==> src/rtl/uart_tx_feeder.sv <==
// uart_tx_feeder
//   Byte FIFO and sequencer that sits directly upstream of the UART transmitter.
//   Bytes are queued at any rate. They are then presented one at a time on
//   tx_data, each announced by a one-cycle tx_start pulse. The block waits for
//   the transmitter's tx_ready pulse before moving on. An optional idle gap
//   follows each completed byte, and a watchdog abandons a byte when the
//   transmitter never answers.
// Ports
//   clk        : clock
//   reset_n    : asynchronous active-low reset
//   flush      : synchronous clear of FIFO and sequencer
//   wr_en      : write strobe, one byte per cycle
//   wr_data    : byte to queue
//   full       : FIFO holds 2**ADDR_W bytes
//   empty      : FIFO holds no bytes
//   level      : bytes queued, excluding the byte in flight
//   overflow   : one-cycle pulse, a write arrived while full and was dropped
//   tx_data    : byte to the transmitter, stable from LOAD until WAIT is left
//   tx_start   : one-cycle transmission request
//   tx_ready   : one-cycle completion pulse from the transmitter
//   busy       : sequencer not idle
//   tx_timeout : one-cycle pulse, WAIT expired without tx_ready
module uart_tx_feeder #(
   parameter int ADDR_W      = 4,
   parameter int GAP_CYCLES  = 0,
   parameter int TIMEOUT_CYC = 65535
) (
   input  logic              clk,
   input  logic              reset_n,
   input  logic              flush,
   input  logic              wr_en,
   input  logic [7:0]        wr_data,
   output logic              full,
   output logic              empty,
   output logic [ADDR_W:0]   level,
   output logic              overflow,
   output logic [7:0]        tx_data,
   output logic              tx_start,
   input  logic              tx_ready,
   output logic              busy,
   output logic              tx_timeout
);

   localparam int                DEPTH     = 1 << ADDR_W;
   localparam logic [ADDR_W:0]   LVL_DEPTH = (ADDR_W + 1)'(DEPTH);
   localparam logic [ADDR_W:0]   LVL_ZERO  = (ADDR_W + 1)'(0);
   localparam logic [ADDR_W:0]   LVL_ONE   = (ADDR_W + 1)'(1);
   localparam logic [ADDR_W-1:0] PTR_ZERO  = ADDR_W'(0);
   localparam logic [ADDR_W-1:0] PTR_ONE   = ADDR_W'(1);
   localparam logic [15:0]       GAP_LAST  = 16'(GAP_CYCLES - 1);
   localparam logic [15:0]       TO_LAST   = 16'(TIMEOUT_CYC - 1);
   localparam bit                GAP_EN    = (GAP_CYCLES > 0);
   localparam bit                TO_EN     = (TIMEOUT_CYC > 0);

   typedef enum logic [2:0] {
      S_IDLE  = 3'd0,
      S_LOAD  = 3'd1,
      S_START = 3'd2,
      S_WAIT  = 3'd3,
      S_GAP   = 3'd4
   } state_t;

   state_t            state_r;
   logic [7:0]        mem_r [DEPTH];
   logic [ADDR_W-1:0] wr_ptr_r;
   logic [ADDR_W-1:0] rd_ptr_r;
   logic [ADDR_W:0]   level_r;
   logic [15:0]       cnt_r;
   logic              full_r;
   logic              empty_r;
   logic              overflow_r;
   logic [7:0]        tx_data_r;
   logic              tx_start_r;
   logic              busy_r;
   logic              tx_timeout_r;
   logic              wr_acc_s;
   logic              rd_s;
   logic [ADDR_W:0]   level_nxt_s;

   // Accept/read decisions and the next FIFO occupancy. The full test uses the
   // registered flag, so a read in the same cycle never makes room for a write.
   always_comb begin
      wr_acc_s = wr_en & ~full_r & ~flush;
      rd_s     = (state_r == S_LOAD) & ~flush;
      if (wr_acc_s & ~rd_s) begin
         level_nxt_s = level_r + LVL_ONE;
      end else if (rd_s & ~wr_acc_s) begin
         level_nxt_s = level_r - LVL_ONE;
      end else begin
         level_nxt_s = level_r;
      end
   end

   // Byte storage, written only on accepted writes.
   always_ff @(posedge clk) begin
      if (wr_acc_s) begin
         mem_r[wr_ptr_r] <= wr_data;
      end else begin
         mem_r[wr_ptr_r] <= mem_r[wr_ptr_r];
      end
   end

   // FIFO pointers, occupancy flags and the overflow pulse.
   always_ff @(posedge clk or negedge reset_n) begin
      if (!reset_n) begin
         wr_ptr_r   <= PTR_ZERO;
         rd_ptr_r   <= PTR_ZERO;
         level_r    <= LVL_ZERO;
         full_r     <= 1'b0;
         empty_r    <= 1'b1;
         overflow_r <= 1'b0;
      end else if (flush) begin
         // A write in the flush cycle is silently discarded.
         wr_ptr_r   <= PTR_ZERO;
         rd_ptr_r   <= PTR_ZERO;
         level_r    <= LVL_ZERO;
         full_r     <= 1'b0;
         empty_r    <= 1'b1;
         overflow_r <= 1'b0;
      end else begin
         if (wr_acc_s) begin
            wr_ptr_r <= wr_ptr_r + PTR_ONE;
         end else begin
            wr_ptr_r <= wr_ptr_r;
         end
         if (rd_s) begin
            rd_ptr_r <= rd_ptr_r + PTR_ONE;
         end else begin
            rd_ptr_r <= rd_ptr_r;
         end
         level_r    <= level_nxt_s;
         full_r     <= (level_nxt_s == LVL_DEPTH);
         empty_r    <= (level_nxt_s == LVL_ZERO);
         overflow_r <= wr_en & full_r;
      end
   end

   // Sequencer: IDLE -> LOAD -> START -> WAIT -> (GAP) -> IDLE, all outputs registered.
   always_ff @(posedge clk or negedge reset_n) begin
      if (!reset_n) begin
         state_r      <= S_IDLE;
         cnt_r        <= 16'd0;
         tx_data_r    <= 8'h00;
         tx_start_r   <= 1'b0;
         busy_r       <= 1'b0;
         tx_timeout_r <= 1'b0;
      end else if (flush) begin
         // tx_data is intentionally kept; a byte already on the line finishes there.
         state_r      <= S_IDLE;
         cnt_r        <= 16'd0;
         tx_start_r   <= 1'b0;
         busy_r       <= 1'b0;
         tx_timeout_r <= 1'b0;
      end else begin
         tx_start_r   <= 1'b0;
         tx_timeout_r <= 1'b0;
         case (state_r)
            S_IDLE: begin
               // Look at the incoming write too, so a byte written into an
               // empty FIFO reaches LOAD on the very next cycle.
               if (~empty_r | wr_acc_s) begin
                  state_r <= S_LOAD;
                  busy_r  <= 1'b1;
               end else begin
                  busy_r  <= 1'b0;
               end
            end
            S_LOAD: begin
               tx_data_r  <= mem_r[rd_ptr_r];
               tx_start_r <= 1'b1;
               state_r    <= S_START;
            end
            S_START: begin
               cnt_r   <= 16'd0;
               state_r <= S_WAIT;
            end
            S_WAIT: begin
               if (tx_ready) begin
                  cnt_r <= 16'd0;
                  if (GAP_EN) begin
                     state_r <= S_GAP;
                  end else begin
                     state_r <= S_IDLE;
                     busy_r  <= 1'b0;
                  end
               end else if (TO_EN && (cnt_r == TO_LAST)) begin
                  tx_timeout_r <= 1'b1;
                  state_r      <= S_IDLE;
                  busy_r       <= 1'b0;
               end else begin
                  cnt_r <= cnt_r + 16'd1;
               end
            end
            S_GAP: begin
               if (cnt_r == GAP_LAST) begin
                  state_r <= S_IDLE;
                  busy_r  <= 1'b0;
               end else begin
                  cnt_r <= cnt_r + 16'd1;
               end
            end
            default: begin
               state_r <= S_IDLE;
               busy_r  <= 1'b0;
            end
         endcase
      end
   end

   assign full       = full_r;
   assign empty      = empty_r;
   assign level      = level_r;
   assign overflow   = overflow_r;
   assign tx_data    = tx_data_r;
   assign tx_start   = tx_start_r;
   assign busy       = busy_r;
   assign tx_timeout = tx_timeout_r;

endmodule
==> config.mk <==
export PLATFORM = sky130hd
export DESIGN_NAME = uart_tx_feeder
export DESIGN_NICKNAME = d
export VERILOG_FILES = /design/src/rtl/uart_tx_feeder.sv
export SDC_FILE = /design/constraint.sdc
export NUM_CORES = 1
export LEC_CHECK = 0
export CORE_MARGIN = 2
export CORE_UTILIZATION = 45
export DETAILED_ROUTE_END_ITERATION = 12
export GPL_ROUTABILITY_DRIVEN = 0
export PLACE_DENSITY = 0.61
export REMOVE_ABC_BUFFERS = 1
export SLEW_MARGIN = 20
export SYNTH_ARGS = -nofsm -noshare
export SYNTH_HDL_FRONTEND = slang
export SYNTH_SLANG_ARGS = --single-unit
==> constraint.sdc <==
create_clock -name clk -period 5.4 [get_ports clk]
set_clock_uncertainty 0.1 [all_clocks]
set_input_delay 0.81 -clock clk [delete_from_list [all_inputs] [get_ports clk]]
set_output_delay 0.81 -clock clk [all_outputs]
set_load 0.01 [all_outputs]
==> run summary <==
Status - complete, no violations
Synth Warn # - 0
CTS tree - built
DRT iter0 DRCs - 322
Antenna fix cells - 0
Num rows - 46
Overflow after GRT - 0
Cell family with most CP delay - buffers and inverters
Avg Cell Area, Syn - 15.0 µm²
Reg2Reg Depth - 7
Busiest grt layer - met2
IO Pins - 32
Clock tree buffer depth - 2
Crit path time final - 3020 ps
Worst-Margin Slew - 1010 ps
Critical Path Fanout Max - 20
Synth top area share - 51.8%
Largest area contributor in the netlist - edfxtp_1
Total CTS buffers - 17
Vias - 4,222
Routed Antenna Nets - 0
Cell variety after synth - 56
Smallest hold slack - 357 ps
M1 GR Usage - 25.9%
CTS sink cnt - 173
Overall power - 3.54 mW
Area of the die - 17,500 µm²
Die Y-Extent - 132 µm
Met3 usage - 4.18%
Setup crit start kind - primary input
Maximum clock rate - 331 MHz
Most common cell after layout, fill and taps aside - edfxtp_1
Crit path largest cell delay - 770 ps
Root Driver - clkbuf_16
Hpwl dp - 9.90 mm
FF-to-FF Start - state_r[1]
Effective utilization at floorplan - 46.4%
Fin util - 53.1%
Switching share of power - 27.6%
Most frequent cells in the layout - 128 x edfxtp_1, 46 x nor2_1, 43 x dfrtp_1
Core area - 16,000 µm²
Psw - 0.978 mW
Power Density - 417 nW/µm²
WL/cell - 20.3 µm
IO buf count - 31
Worst-path cell chain - clkdlybuf4s50_1, buf_4, nor3b_4, and4_1, and3_4, nor2_2, a311oi_2
Drt pass-1 iters - 4
Worst path slowest cell - clkdlybuf4s50_1
First-pass GRT wire length - 24.3 mm
Max-cap violation count - 0
CP endpoint kind - register
Synthesized area - 7430 µm²
Leak Pwr - 2.85 nW
Vias in the first global route - 4,224
Final Net Count - 551
Reg-to-Reg End - empty
Final setup margin - 2380 ps
Worst EP arrival - 3250 ps
DIE WIDTH - 132 µm
DRC errors left - 0
Final hold vios - 0
Sequential area share after synthesis - 66.9%
Seq pwr share - 44.8%
Slew headroom - 32.4%
Overall Global Routing Usage - 18.6%
Worst-Skew Late Latency - 420 ps
Fin crit share - 56.0%
Setup TNS - 0 ps
Int Pwr - 2.56 mW
Initial antenna violation count - 0
R2r setup slk - 2530 ps
WL final - 15.3 mm
Setup-failing EPs final - 0
Largest net degree at the start of global routing - 46
Main flop type after synthesis - edfxtp_1
Via-to-Cell Ratio - 5.60
Critical path class - primary input to register
Pre-CTS setup slack - 1950 ps
Comb pwr share - 20.5%
Clock network power share - 34.6%
Max Slew Vio Count - 0
Min-delay worst type - primary input to asynchronous set/reset pin
Layout cell share with drive strength beyond 1 - 12.3%
H-tree levels - 4
Asr flop ratio synth - 26.0%
Number of synthesized flops with an enable pin - 128
Max VDD drop - 0.000273 V
Buf/Inv on CP - 2
Post-CTS setup repair buffer count - 0
PostCTS Resize Cnt - 0
Synth area leaders - edfxtp_1 52%, dfrtp_1 15%, mux4_2 5.8%
Syn Inst Count - 495
Synthesis-to-layout area growth - 14.4%
Synth Register Bits - 173
Fillers - 1,343
RSZ-0062 raised after global routing - no
CTS Hold Bufs - 0
M2 GR Usage - 28.9%
CP Data Required Time - 5630 ps
Clk slew on worst S/H paths - 60 ps
## through the flow
stage / instance area, µm² / cells
2_1_floorplan: 7290 / 470
4_1_cts: 8500 / 754
3_3_place_gp: 7900 / 722
3_5_place_dp: 7900 / 722
5_1_grt: 8500 / 754
6_report: 8500 / 754
## cells by family after synthesis
group	count (synthesis)	synth area share, %
flops	173	66.9
simple gates	130	9.27
compound gates	76	7.26
mux	49	9.80
buf+inv	36	2.41
xor+xnor	17	2.00
fa+ha+maj	14	2.32
## layer usage
metal | up-vias | wire, µm
met5 | - | 0
met4 | 0 | 102
met3 | 8 | 603
met2 | 91 | 7590
met1 | 2160 | 7020
li1 | 1963 | -
## cells in the mapped netlist (10+ instances only)
cell,count
nor2b_1,10
nand2_1,23
inv_1,10
mux4_2,19
ha_1,13
a21oi_1,12
mux2i_1,30
dfrtp_1,44
edfxtp_1,128
nor2_1,46
nand3_1,10
xnor2_1,14
buf_2,11
o31ai_1,10
## registers in the layout, summed over array words and instances, names as in the netlist
| name | count |
|---|---|
| tx_timeout | 1 |
| overflow | 1 |
| state_r | 2 |
| wr_ptr_r | 4 |
| tx_data | 8 |
| tx_start | 1 |
| level | 5 |
| mem_r | 128 |
| empty | 1 |
| busy | 1 |
| cnt_r | 16 |
| rd_ptr_r | 4 |
| full | 1 |
## how the worst max path moves through the flow
| stage | to | slack [ps] | startpoint | cells after the start |
|---|---|---|---|---|
| finish | cnt_r[2] | 2380 | flush | 7 |
| global route | mem_r[14][4] | 2200 | flush | 4 |
| CTS | cnt_r[2] | 2400 | flush | 7 |
| detailed placement | cnt_r[2] | 1950 | flush | 7 |
| global placement | mem_r[14][7] | 1910 | flush | 4 |
| floorplan | tx_data[4] | 2420 | rd_ptr_r[1] | 4 |
## power groups by stage
stage	clock [mW]	sequential [mW]	combinational, mW
2_1_floorplan	0	1.65	0.407
3_3_place_gp	0	1.61	0.719
3_5_place_dp	0	1.61	0.731
4_1_cts	1.25	1.59	0.734
5_1_grt	1.30	1.60	0.798
6_report	1.23	1.59	0.727
## cell type report
type | instances | area, µm² | share of cell area, %
well taps | 216 | 270 | 3.18
clock inverters | 15 | 169 | 1.99
inverters | 11 | 41.3 | 0.486
flip-flops and latches | 173 | 4970 | 58.5
repair buffers | 36 | 343 | 4.03
multi-input cells | 286 | 2280 | 26.8
clock buffers | 17 | 425 | 5.01
## worst register-to-register path: stages (launching register included)
cell      delay [ps]
dfrtp_1          400
inv_1            130
ha_1             590
nand2b_1         570
nor4_2           450
nor3_1           100
or2_0            230
a41o_1           230
No activity file was read; power rests on OpenSTA's default activity.
